`config.mk`:
```
export PLATFORM = sky130hd
export DESIGN_NAME = midi_framer
export DESIGN_NICKNAME = d
export VERILOG_FILES = /design/src/rtl/midi_framer.sv
export SDC_FILE = /design/constraint.sdc
export NUM_CORES = 1
export LEC_CHECK = 0
export BUFFER_PORTS_ARGS = -buffer_cell sky130_fd_sc_hd__buf_2
export CAP_MARGIN = 5
export CORE_MARGIN = 2
export CORE_UTILIZATION = 40
export DETAILED_ROUTE_END_ITERATION = 6
export SETUP_SLACK_MARGIN = 0.5
export SLEW_MARGIN = 20
export SYNTH_ARGS = -nofsm -noshare
export SYNTH_HDL_FRONTEND = slang
export SYNTH_SLANG_ARGS = --single-unit
```
`constraint.sdc`:
```
create_clock -name clk -period 1.9 [get_ports clk]
set_clock_uncertainty 0.05 [all_clocks]
set_input_delay 0.38 -clock clk [delete_from_list [all_inputs] [get_ports clk]]
set_output_delay 0.38 -clock clk [all_outputs]
set_load 0.01 [all_outputs]
```
`src/rtl/midi_framer.sv`:
```
// -----------------------------------------------------------------------------
// midi_framer
//   Assembles a received MIDI byte stream into complete channel messages.
//   Handles running status, 1-byte (0xCn/0xDn) and 2-byte channel messages,
//   ignores realtime bytes, and drops sysex/system traffic. Completed events
//   are held on the outputs until acknowledged. A new event arriving while
//   one is still held is dropped, and rx_overrun pulses.
//
// Ports
//   clk               : clock, all logic on rising edge
//   rst               : synchronous active-high reset
//   rx_data[7:0]      : received byte, qualified by rx_valid
//   rx_valid          : one-cycle strobe per received byte
//   midi_event_ack    : consumer takes the held event
//   midi_event_valid  : an event is held on the outputs
//   midi_command[7:0] : status byte of the held event
//   midi_parameter_1  : first data byte
//   midi_parameter_2  : second data byte (0 for 1-data-byte messages)
//   rx_overrun        : one-cycle pulse when a completed event is dropped
// -----------------------------------------------------------------------------
module midi_framer #(
   parameter bit         VEL0_IS_OFF    = 1'b1,
   parameter bit         CHAN_FILTER_EN = 1'b0,
   parameter logic [3:0] CHANNEL        = 4'd0
) (
   input  logic       clk,
   input  logic       rst,
   input  logic [7:0] rx_data,
   input  logic       rx_valid,
   input  logic       midi_event_ack,
   output logic       midi_event_valid,
   output logic [7:0] midi_command,
   output logic [6:0] midi_parameter_1,
   output logic [6:0] midi_parameter_2,
   output logic       rx_overrun
);

   typedef enum logic [1:0] {IDLE, WAIT_P1, WAIT_P2} state_t;

   state_t     state_q;
   logic [7:0] rs_q;        // running status byte
   logic [6:0] p1_q;        // first data byte of a 2-byte message
   logic       valid_q;
   logic [7:0] cmd_q;
   logic [6:0] par1_q;
   logic [6:0] par2_q;
   logic       ovr_q;

   logic       one_byte;    // 0xCn / 0xDn carry a single data byte
   logic       done_d;
   logic       pass_d;
   logic       emit_d;
   logic [7:0] cmd_d;
   logic [6:0] par1_d;
   logic [6:0] par2_d;

   assign one_byte = (rs_q[7:5] == 3'b110);

   // Completion detection and the event that would be loaded this cycle.
   always_comb begin
      done_d = 1'b0;
      cmd_d  = rs_q;
      par1_d = rx_data[6:0];
      par2_d = 7'd0;
      if (rx_valid && !rx_data[7]) begin
         if (state_q == WAIT_P1 && one_byte) begin
            done_d = 1'b1;
         end else if (state_q == WAIT_P2) begin
            done_d = 1'b1;
            par1_d = p1_q;
            par2_d = rx_data[6:0];
         end
      end
      // Note-on with zero velocity is reported as note-off.
      if (VEL0_IS_OFF && rs_q[7:4] == 4'h9 && par2_d == 7'd0)
         cmd_d = {4'h8, rs_q[3:0]};
      pass_d = !CHAN_FILTER_EN || (rs_q[3:0] == CHANNEL);
   end

   assign emit_d = done_d && pass_d;

   always_ff @(posedge clk) begin
      if (rst) begin
         state_q <= IDLE;
         rs_q    <= 8'h00;
         p1_q    <= 7'd0;
         valid_q <= 1'b0;
         cmd_q   <= 8'h00;
         par1_q  <= 7'd0;
         par2_q  <= 7'd0;
         ovr_q   <= 1'b0;
      end else begin
         // Output holding register
         ovr_q <= 1'b0;
         if (valid_q && midi_event_ack)
            valid_q <= 1'b0;
         if (emit_d) begin
            // Load when empty or when the held event leaves this same cycle.
            if (!valid_q || midi_event_ack) begin
               valid_q <= 1'b1;
               cmd_q   <= cmd_d;
               par1_q  <= par1_d;
               par2_q  <= par2_d;
            end else begin
               ovr_q   <= 1'b1;
            end
         end

         // Parser advances independently of output backpressure.
         if (rx_valid) begin
            if (!rx_data[7]) begin
               case (state_q)
                  WAIT_P1: begin
                     p1_q <= rx_data[6:0];
                     if (!one_byte)
                        state_q <= WAIT_P2;
                  end
                  WAIT_P2: state_q <= WAIT_P1;
                  default: ;   // IDLE: no running status, byte discarded
               endcase
            end else if (rx_data[7:4] != 4'hF) begin
               rs_q    <= rx_data;
               state_q <= WAIT_P1;
            end else if (!rx_data[3]) begin
               // System/sysex cancels running status; realtime (0xF8+) falls through.
               rs_q    <= 8'h00;
               state_q <= IDLE;
            end
         end
      end
   end

   assign midi_event_valid = valid_q;
   assign midi_command     = cmd_q;
   assign midi_parameter_1 = par1_q;
   assign midi_parameter_2 = par2_q;
   assign rx_overrun       = ovr_q;

endmodule

```
* After elaboration in Yosys (flattened, before gate mapping) *
Index checks and enable logic that the tools add are counted.
Widths: inputs -> output; s select.

word-level totals
  logic and storage cells = 53
  flip-flop bits (word level) = 41
  input bits = 12

operators by class
  multiplexer cells = 21
  reductions and logical operators = 14
  bitwise logic cells = 2
  equality and inequality tests = 8

operators by type and width
  cell                number
  $mux 7              6
  $mux 8              3
  $mux 2              4
  $logic_not 7->1     1
  $mux 1              7
  $reduce_and 3->1    2
  $eq 4x4->1 const B  1
  $logic_and 1x1->1   4
  $ne 4x4->1 const B  1
  $pmux 2 s2          1
  $reduce_and 4->1    1
  $eq 3x3->1 const B  1
  $ne 3x2->1 const B  1
  $ne 3x3->1 const B  1
  $reduce_bool 3->1   1
  $eq 2x1->1 const B  1
  $eq 2x2->1 const B  1
  $logic_not 1->1     2
  $ne 2x1->1 const B  1
  $not 1->1           2
  $reduce_and 2->1    1
  $reduce_or 2->1     1
  $logic_or 1x1->1    1

* Depth between registers and ports, before layout *
  depth after elaboration = 7
  mapped depth = 6

* Least setup slack after synthesis *
No wires, ideal clock.

  path type = input-to-reg
  from = in rx_data[3]
  to = reg cmd_q[4] (netlist: midi_command[4])
  stages on the path = 4
  data arrival time = 1350 ps
  required time = 1729 ps
  buffers on the path = 0
  slack = 379 ps
  path through = or4_1 > o41ai_2 > and4bb_1 > o21ai_1

between the ends
  word-level cells in the longest chain between the ends = 6

ends and longest elaborated chain
  what                  RTL line  source
  start, declared       28        input logic [7:0] rx_data,
  $mux 7                68        end else if (state_q == WAIT_P2) begin
  $mux 7                66        if (state_q == WAIT_P1 && one_byte) begin
  $mux 7                65        if (rx_valid && !rx_data[7]) begin
  $logic_not 7->1       75        if (VEL0_IS_OFF && rs_q[7:4] == 4'h9 && par2_d == 7'd0)
  $logic_and 1x1->1     75
  $mux 8                75
  end signal, assigned  101       cmd_q <= cmd_d;
  end, declared         44        logic [7:0] cmd_q;

Every way passes these cells.
A chain may end at the register's enable or synchronous reset.

* Final worst setup path *
  from = reg rs_q[7]
  to = reg cmd_q[4] (netlist: midi_command[4])

between the ends
  word-level cells in the longest chain between the ends = 7

ends and longest elaborated chain
  what                    RTL line  source
  start, declared         41        logic [7:0] rs_q;
  start signal, assigned  122       rs_q <= rx_data;
  $eq 3x3->1              57        assign one_byte = (rs_q[7:5] == 3'b110);
  $logic_and 1x1->1       66
  $mux 7                  66
  $mux 7                  65
  $logic_not 7->1         75
  $logic_and 1x1->1       75
  $mux 8                  75

Several ways; a longest one is shown, not always the timed one.

==> metrics.cfg <==
[synthesis]
avgSynthCellArea_um2=9.97
synth_fp_nets=178
yosysWarnings=0
synth_top_area_share_pct=49.6
ys_ff_latch=41
yosysSeqAreaShare_pct=49.6
synth_edf_count=0
synth_cell_types=34
netlist_area_um2=1660
synth_ff_type=dfxtp_1
async_flop_share_pct=0
synthTopCellsByArea=dfxtp_1 (50%), mux2i_1 (8.5%), a21oi_1 (5.7%)
yosys.area.top_type=dfxtp_1
syn_inst=166

[cells_and_area]
n_fill_cell=369
nets=229
final_core_util_pct=56.9
regArea_um2=828
syn2layout_area_growth_pct=37.6
layout_common_cells=dfxtp_1 (37), buf_2 (33), buf_4 (18), nor2_1 (17), a21oi_1 (13)
diodes=0
layout_commonest_cell=dfxtp_1
instances_no_fill=268
drive_gt1_share_pct=45.0
multiInputGateArea_um2=917

[timing]
rsz0062_at_grt=yes
relSlewSlack_pct=77.0
hold_slack_ns=0.292
fin_crit_sh_pct=74.7
worst_slack_ns=0.480
worstMarginPinSlew_ns=0.345
finalSetupTns_ns=0
finalMaxSlewViolations=0
setup_viol=0
min_period_ns=1.42
hold_viol=0
max_freq_mhz=704

[global_routing]
grt_overflow=0
grt_pass1_wl_um=6610
grt_use_total_pct=19.7
grt_pass1_vias=1413
grt_start_max_net_pins=19
antenna_found_initial=0

[outcome]
status=completed

[setup_path]
crit_required_ns=2.03
criticalPathCategory=flop to flop
cp.arrival_ns=1.55
path_max_fanout=5
endpoint_kind=flop
start_kind=flop

[routing]
finalWirelength_um=4450
num_vias=1477
via_per_inst=5.51
antenna_left=0
drc=0
drt-wirelength-per-cell_um=16.6
drtIter0Drc=70
dr.pass1.iters=4

[floorplan]
rows=23
dieHeight_um=68.3
core_area_um2=4000
start_util_pct=41.4
chipWidth_um=68.3
die-area_um2=4670
io_pins=36

[clocking]
cts_tree=built
clk_pin_slew_ns=0.08
cts.path.max_buffers=2
cts_sinks=41
insertion_delay_ns=0.29
htree_levels=2
root_buffer=clkbuf_8
cts_buffers=5
postCtsHoldBufs=0

[place]
place.gp.congestion=0.801
place_hpwl_um=2950
place_inst=251
post-place-ws_ns=0.183
port_buffers=35

[pwr]
p_leak_nw=0.894
pwr-share-comb_pct=8.2
intPower_w=0.00136
swShare_pct=21.7
power_density_nw_per_um2=765
p_seq_share_pct=50.9
clkPwrFrac_pct=40.9
ir_drop_v=0.000594
p_sw_w=0.000379

[worst_hold_path]
hold_path_class=primary input to flop

[run]
maxCapViolCount=0

-- sequential cells by signal, summed over array words and instances (netlist names) --
signal	flops
midi_command	8
rs_q	8
midi_parameter_1	7
midi_parameter_2	7
p1_q	7
state_q	2
midi_event_valid	1
rx_overrun	1
-- area by class of cell --
| class | instances | share of cell area, % |
|---|---|---|
| Clock buffer | 7 | 3.79 |
| Clock inverter | 1 | 1.32 |
| Inverter | 1 | 0.165 |
| Multi-Input combinational cell | 113 | 40.3 |
| Sequential cell | 41 | 36.4 |
| Tap cell | 50 | 2.75 |
| Timing Repair Buffer | 55 | 15.3 |
-- path summary, 6_finish.rpt --
check | startpoint | endpoint | slack [ns] | depth (start not counted)
worst max-delay path | rs_q[7] | midi_command[4] | 0.48 | 5
worst min-delay path | rx_data[3] | midi_parameter_2[3] | 0.29 | 2
worst max register to register | rs_q[7] | midi_command[4] | 0.48 | 5
worst min register to register | midi_command[6] | midi_command[6] | 0.42 | 2
-- what timing repair did --
item,CTS,global route
gates cloned,1,0
pin swaps,9,19
setup endpoints to repair,22,23
resized for setup,19,33
endpoints found under the hold margin,0,0
setup buffers,5,3
-- Yosys cell counts (2+ instances only) --
master	number
clkbuf_1	5
a22o_1	6
a22oi_1	7
dfxtp_1	41
mux2i_1	14
a211oi_1	7
nand3_1	8
nand2_1	2
nor3_1	2
nor2_1	18
nor2b_1	3
buf_4	3
and4bb_1	2
o21ai_0	9
buf_6	2
a21oi_1	19
-- worst max-delay path, stage by stage, from the launching register on --
cell and delay, ns:
dfxtp_1 0.40, and3b_2 0.30, a21oi_4 0.09, buf_4 0.16, o21ai_0 0.20, o21ai_1 0.10
-- power groups by stage --
| stage | Combinational (W) | Clock [W] | Sequential (W) |
|---|---|---|---|
| 6_report | 0.000142 | 0.000713 | 0.000888 |
| 5_1_grt | 0.000155 | 0.000759 | 0.000889 |
| 4_1_cts | 0.000129 | 0.000722 | 0.000887 |
| 3_5_place_dp | 0.000115 | 0 | 0.000906 |
| 3_3_place_gp | 0.000112 | 0 | 0.000906 |
| 2_1_floorplan | 0.0000658 | 0 | 0.000905 |
-- logic make-up (layout without fill, tap and decap cells) --
| kind of cell | after synthesis | in the layout | synth area share [%] |
|---|---|---|---|
| AOI/OAI and AO/OA | 55 | 56 | 22.9 |
| and+or+nand+nor | 43 | 43 | 14.4 |
| DFF | 41 | 41 | 49.6 |
| muxes | 14 | 14 | 8.47 |
| buffers and inverters | 13 | 64 | 4.61 |
-- routing by layer --
metal	track usage [%]	part of all wire, %	vias up
li1	-	-	718
met1	23.2	44	721
met2	34.3	52	34
met3	5.43	3.8	4
met4	6.75	0.76	0
met5	0	0	-
-- metrics by stage --
step / cell area [µm²] / total power, W
final: 2280 / 0.00174
after global routing: 2280 / 0.00180
after CTS: 2140 / 0.00174
after detailed placement: 1910 / 0.00102
after global placement: 1910 / 0.00102
after floorplan: 1660 / 0.000971
Power figures use the tool's default switching activity.
